<file path="config.mk">
export PLATFORM = sky130hd
export DESIGN_NAME = stream_demux_1to2_flat
export DESIGN_NICKNAME = d
export VERILOG_FILES = /design/src/rtl/stream_demux_1to2_if.sv /design/src/rtl/stream_demux_1to2.sv /design/src/flat_wrapper.sv
export SDC_FILE = /design/constraint.sdc
export NUM_CORES = 1
export LEC_CHECK = 0
export ABC_AREA = 0
export CAP_MARGIN = 25
export CORE_MARGIN = 1
export CORE_UTILIZATION = 50
export DETAILED_ROUTE_END_ITERATION = 8
export PLACE_DENSITY = 0.77
export SYNTH_ARGS = -nofsm -noshare
export SYNTH_HDL_FRONTEND = slang
export SYNTH_SLANG_ARGS = --single-unit
</file>
<file path="constraint.sdc">
create_clock -name clk -period 2 [get_ports clk]
set_input_delay 0.5 -clock clk [delete_from_list [all_inputs] [get_ports clk]]
set_output_delay 0.5 -clock clk [all_outputs]
set_load 0.05 [all_outputs]
</file>
<file path="src/rtl/stream_demux_1to2_if.sv">
// rtl/stream_demux_1to2_if.sv - handshake bundle for the 1-to-2 stream demultiplexer
//
// One input stream (valid/ready/sel/data) and two output streams
// (valid/ready/data plus buffer occupancy count).
// Modports:
//   master - the producer and both consumers (drives in_*, out*_ready)
//   slave  - the demultiplexer itself (drives in_ready, out*_valid/data/count)
interface stream_demux_1to2_if #(
    parameter int WIDTH = 32
);
    logic             in_valid;
    logic             in_ready;
    logic             in_sel;
    logic [WIDTH-1:0] in_data;

    logic             out0_valid;
    logic             out0_ready;
    logic [WIDTH-1:0] out0_data;
    logic [1:0]       out0_count;

    logic             out1_valid;
    logic             out1_ready;
    logic [WIDTH-1:0] out1_data;
    logic [1:0]       out1_count;

    modport master (
        output in_valid, in_sel, in_data, out0_ready, out1_ready,
        input  in_ready, out0_valid, out0_data, out0_count,
               out1_valid, out1_data, out1_count
    );

    modport slave (
        input  in_valid, in_sel, in_data, out0_ready, out1_ready,
        output in_ready, out0_valid, out0_data, out0_count,
               out1_valid, out1_data, out1_count
    );
endinterface

</file>
<file path="src/rtl/stream_demux_1to2.sv">
// rtl/stream_demux_1to2.sv - registered 1-to-2 stream demultiplexer with 2-entry output buffers
//
// Ports:
//   clk   - rising-edge clock
//   rst_n - asynchronous active-low reset, released synchronously upstream
//   bus   - stream_demux_1to2_if.slave: input stream steered by in_sel to
//           out0 (sel 0) or out1 (sel 1); each output has its own
//           head/tail buffer so a stall on one never blocks the other.
module stream_demux_1to2 #(
    parameter int WIDTH = 32
) (
    input  logic                 clk,
    input  logic                 rst_n,
    stream_demux_1to2_if.slave   bus
);

    // Encoding equals the occupancy, so the state drives outN_count directly.
    typedef enum logic [1:0] {
        EMPTY = 2'd0,
        ONE   = 2'd1,
        FULL  = 2'd2
    } fifo_state_t;

    fifo_state_t      state [2];
    logic [WIDTH-1:0] head  [2];
    logic [WIDTH-1:0] tail  [2];

    logic [1:0] push;
    logic [1:0] pop;
    logic [1:0] out_ready;
    logic       accept;

    assign out_ready[0] = bus.out0_ready;
    assign out_ready[1] = bus.out1_ready;

    // Readiness looks only at the selected buffer's occupancy; a FULL buffer
    // refuses even when it is popping this cycle, keeping in_ready free of any
    // path from the consumers' ready inputs.
    assign bus.in_ready = (bus.in_sel ? state[1] : state[0]) != FULL;
    assign accept       = bus.in_valid && bus.in_ready;

    assign push[0] = accept && !bus.in_sel;
    assign push[1] = accept &&  bus.in_sel;
    assign pop[0]  = (state[0] != EMPTY) && out_ready[0];
    assign pop[1]  = (state[1] != EMPTY) && out_ready[1];

    always_ff @(posedge clk or negedge rst_n) begin
        if (!rst_n) begin
            for (int i = 0; i < 2; i++) begin
                state[i] <= EMPTY;
                head[i]  <= '0;
                tail[i]  <= '0;
            end
        end else begin
            for (int i = 0; i < 2; i++) begin
                case (state[i])
                    EMPTY: begin
                        if (push[i]) begin
                            head[i]  <= bus.in_data;
                            state[i] <= ONE;
                        end
                    end
                    ONE: begin
                        if (push[i] && pop[i]) begin
                            // Head leaves and the new word replaces it.
                            head[i] <= bus.in_data;
                        end else if (push[i]) begin
                            tail[i]  <= bus.in_data;
                            state[i] <= FULL;
                        end else if (pop[i]) begin
                            state[i] <= EMPTY;
                        end
                    end
                    FULL: begin
                        // in_ready blocks pushes here, so only a pop can occur.
                        if (pop[i]) begin
                            head[i]  <= tail[i];
                            state[i] <= ONE;
                        end
                    end
                    default: begin
                        state[i] <= EMPTY;
                    end
                endcase
            end
        end
    end

    assign bus.out0_valid = (state[0] != EMPTY);
    assign bus.out0_data  = head[0];
    assign bus.out0_count = state[0];

    assign bus.out1_valid = (state[1] != EMPTY);
    assign bus.out1_data  = head[1];
    assign bus.out1_count = state[1];

endmodule

</file>
<file path="src/flat_wrapper.sv">
// flat-port wrapper written by rule: the top's interface ports become plain ports
module stream_demux_1to2_flat 
#(
    parameter int WIDTH = 32
)
  (clk, rst_n, bus_in_valid, bus_in_sel, bus_in_data, bus_out0_ready, bus_out1_ready, bus_in_ready, bus_out0_valid, bus_out0_data, bus_out0_count, bus_out1_valid, bus_out1_data, bus_out1_count);
  stream_demux_1to2_if #(.WIDTH(WIDTH)) bus_i ();
  input  logic clk;
  input  logic rst_n;
  input wire logic [$bits(bus_i.in_valid)-1:0] bus_in_valid;
  input wire logic [$bits(bus_i.in_sel)-1:0] bus_in_sel;
  input wire logic [$bits(bus_i.in_data)-1:0] bus_in_data;
  input wire logic [$bits(bus_i.out0_ready)-1:0] bus_out0_ready;
  input wire logic [$bits(bus_i.out1_ready)-1:0] bus_out1_ready;
  output wire logic [$bits(bus_i.in_ready)-1:0] bus_in_ready;
  output wire logic [$bits(bus_i.out0_valid)-1:0] bus_out0_valid;
  output wire logic [$bits(bus_i.out0_data)-1:0] bus_out0_data;
  output wire logic [$bits(bus_i.out0_count)-1:0] bus_out0_count;
  output wire logic [$bits(bus_i.out1_valid)-1:0] bus_out1_valid;
  output wire logic [$bits(bus_i.out1_data)-1:0] bus_out1_data;
  output wire logic [$bits(bus_i.out1_count)-1:0] bus_out1_count;
  assign bus_i.in_valid = bus_in_valid;
  assign bus_i.in_sel = bus_in_sel;
  assign bus_i.in_data = bus_in_data;
  assign bus_i.out0_ready = bus_out0_ready;
  assign bus_i.out1_ready = bus_out1_ready;
  assign bus_in_ready = bus_i.in_ready;
  assign bus_out0_valid = bus_i.out0_valid;
  assign bus_out0_data = bus_i.out0_data;
  assign bus_out0_count = bus_i.out0_count;
  assign bus_out1_valid = bus_i.out1_valid;
  assign bus_out1_data = bus_i.out1_data;
  assign bus_out1_count = bus_i.out1_count;
  stream_demux_1to2 #(.WIDTH(WIDTH)) u_core (.clk(clk), .rst_n(rst_n), .bus(bus_i));
endmodule
</file>
==> reports/results.ini, run 1 <==
[sta]
min_period_ns = 1.960
slew_headroom = 0.5445
skew_ns = 0.005995
hold_violations = 0
setup_viol = 0
fin_crit_sh = 0.9802
holdWs_ns = 0.1017
tightestPinTransition_ns = 0.6832
setup_tns_ns = 0
max_clock_freq_ghz = 0.5101
final_max_slew_viol_count = 0
rsz0062_at_grt = true
setup_slack_ns = 0.03954

[cts]
clk_pin_slew_ns = 0.05
clockRootBuffer = clkbuf_16
numClockSinks = 132
clkLatencyLatePin_ns = 0.41
ctsLongestPathBuffers = 2
htreeDepth = 4
tritoncts = done
numCtsBuffers = 17
cts_hold_buf = 0

[pwr]
p_per_area_nw_per_um2 = 1413
vdd_drop_max_v = 0.0008149
p_leak_nw = 3.439

[floorplanning]
coreArea_um2 = 11470
initial_core_util = 0.5139
die_w_um = 110.6
chipHeight_um = 110.6
die_area_um2 = 12220
rows = 39
ios = 109

[synth]
syn_area_per_cell_um2 = 15.88
synth_seq_cells = 132
synthesis.area_um2 = 5893
synth_cells = 371
ys_seq_area_frac = 0.5605
syn_nets = 409
synth_cell_type_count = 26
yosysWarnings = 0

[global_routing]
grt_remaining_overflow = 0
antenna_found_initial = 0
grt_max_degree = 79
grt_usage = 0.2147
grt_pass1_wl_um = 20200
grt_pass1_vias = 3857

[final_layout]
nets = 539
drive_gt1_frac = 0.5447
final_core_util = 0.6893
fillCellCount = 820
syn_to_final_growth_pct = 34.12
antenna_cells = 0

[critical_path]
crit_fanout = 15
reg2reg_from = u_core.bus.out1_count[1]$_DFFE_PN0P_
startpoint = u_core.bus.out1_count[0]$_DFFE_PN0P_
reg2reg_depth = 5
r2r_slack_ns = 0.21
crit_path_end_kind = output port
crit_end = bus_in_ready
cp.arrival_ns = 1.46
start_kind = flip-flop
timing.rr.end = u_core.bus.out1_data[14]$_DFFE_PN0P_
required_ns = 1.50
critPathKind = reg2out

[placement]
pre_cts_ws_ns = -0.3864
dp_hpwl_um = 7895
routabilityCongestion = 0.7303
place.port_buffers = 108

[routing]
drc = 0
drtPass1Iterations = 4
viasPerCell = 5.312
drt_iter0_markers = 114
ant_nets = 0
num_vias = 3490
routed_wl_um = 12160
wire_per_inst_um = 18.50

[status]
outcome = completed

[job]
max_cap_violations = 0

[min_path]
hold_class = in2async

## area by class of cell
| cell class | count | area (um2) | area share |
|---|---|---|---|
| clock buffer | 22 | 484.2 | 0.06126 |
| inverter | 2 | 7.507 | 0.0009498 |
| multi-input combinational | 216 | 2431 | 0.3076 |
| timing repair buffer | 132 | 1320 | 0.1670 |
| clock inverter | 10 | 175.2 | 0.02216 |
| sequential | 132 | 3307 | 0.4184 |
| tap | 143 | 178.9 | 0.02264 |
## cell families after synthesis
family	Yosys count	share of synthesized area
multiplexers	196	0.3760
flip-flops	132	0.5605
buffers and inverters	23	0.03503
AND/OR/NAND/NOR	13	0.01656
AO/OA/AOI/OAI	7	0.01189
## metal layers
metal,wire [um],share of wire,vias up,GRT usage
met4,206,0.017,0,0.07378
met3,561,0.046,17,0.07025
met5,0,0,-,0
met2,6208,0.51,73,0.3615
li1,-,-,1596,-
met1,5180,0.43,1804,0.2585
## registers in the layout, indices dropped and copies added, names as in the netlist
signal,flops
u_core.bus.out1_count,2
u_core.bus.out1_data,32
u_core.tail,64
u_core.bus.out0_data,32
u_core.bus.out0_count,2
## through the flow
step	power (mW)	cells	instance area, um2
6_report	11.17	657	7904
5_1_grt	11.64	657	7904
4_1_cts	11.26	653	7848
3_5_place_dp	7.941	621	7224
3_3_place_gp	7.815	621	7224
2_1_floorplan	6.610	371	5908
## critical path: stages, from the launching register on
cell and delay (ns):
dfrtp_2 0.45, nor2b_4 0.18, buf_12 0.18, mux2i_4 0.08, buf_6 0.16
## cells in the final DEF, fill, tap and decap left out, types with 2 or more instances in the layout
cell type and instances:
a21o_1 2, buf_12 13, buf_4 43, buf_6 3
bufinv_16 5, clkbuf_16 18, clkbuf_8 4, clkdlybuf4s50_1 35
clkinv_2 5, dfrtp_1 129, dfrtp_2 3, dlygate4sd2_1 36
inv_1 2, mux2_1 17, mux2_2 174, mux2_4 3
nand2b_1 2, nand3b_1 2, nor2b_4 2
## how the worst min path moves through the flow
stage	cells past startpoint	start	endpoint
after detailed placement	1	u_core.tail[34]$_DFFE_PN0P_	u_core.tail[34]$_DFFE_PN0P_
after global placement	1	u_core.tail[16]$_DFFE_PN0P_	u_core.tail[16]$_DFFE_PN0P_
final	2	rst_n	u_core.tail[7]$_DFFE_PN0P_
after CTS	2	rst_n	u_core.tail[7]$_DFFE_PN0P_
after global routing	2	rst_n	u_core.tail[7]$_DFFE_PN0P_
after floorplan	0	rst_n	u_core.bus.out0_count[0]$_DFFE_PN0P_
## Yosys cell counts
cell | instances | area, um2
o31ai_4 | 1 | 21.27
and2b_1 | 1 | 7.510
nor3b_4 | 1 | 18.77
nand2b_1 | 2 | 12.51
inv_1 | 2 | 7.510
nor2b_1 | 2 | 12.51
mux2_2 | 174 | 1959
a21o_1 | 2 | 15.01
or2_2 | 1 | 6.260
dfrtp_1 | 132 | 3303
or2_1 | 1 | 6.260
o21ai_0 | 1 | 5.000
mux2_1 | 17 | 191.4
o221ai_2 | 1 | 15.01
o22ai_1 | 1 | 6.260
nand3b_1 | 2 | 15.01
o21a_1 | 1 | 7.510
mux2i_1 | 2 | 20.02
clkbuf_8 | 1 | 13.76
nand2_1 | 1 | 3.750
buf_4 | 4 | 30.03
mux2_4 | 3 | 45.04
nand3_1 | 1 | 5.000
buf_2 | 4 | 20.02
buf_6 | 12 | 135.1
nor3_2 | 1 | 10.01
## power by group
group	switching (mW)	internal, mW	total, mW
registers	0.483	3.60	4.08
clock network	1.10	2.33	3.44
logic	2.20	1.45	3.65
## repair_timing
action                     in CTS  in global routing
setup endpoints to repair      37                 21
setup buffers                   0                  3
gates resized for setup        39                  4
cloned                          0                  1
Power figures use the tool's default switching activity.
==> run 2, diff against run 1 <==
--- a/config.mk
+++ b/config.mk
@@ -10,6 +10,7 @@
 export CORE_MARGIN = 1
 export CORE_UTILIZATION = 50
 export DETAILED_ROUTE_END_ITERATION = 8
+export GPL_TIMING_DRIVEN = 1
 export PLACE_DENSITY = 0.77
 export SYNTH_ARGS = -nofsm -noshare
 export SYNTH_HDL_FRONTEND = slang
==> results of run 2 <==
Same layout as run 1: the final DEF is identical, and so are final timing and power.
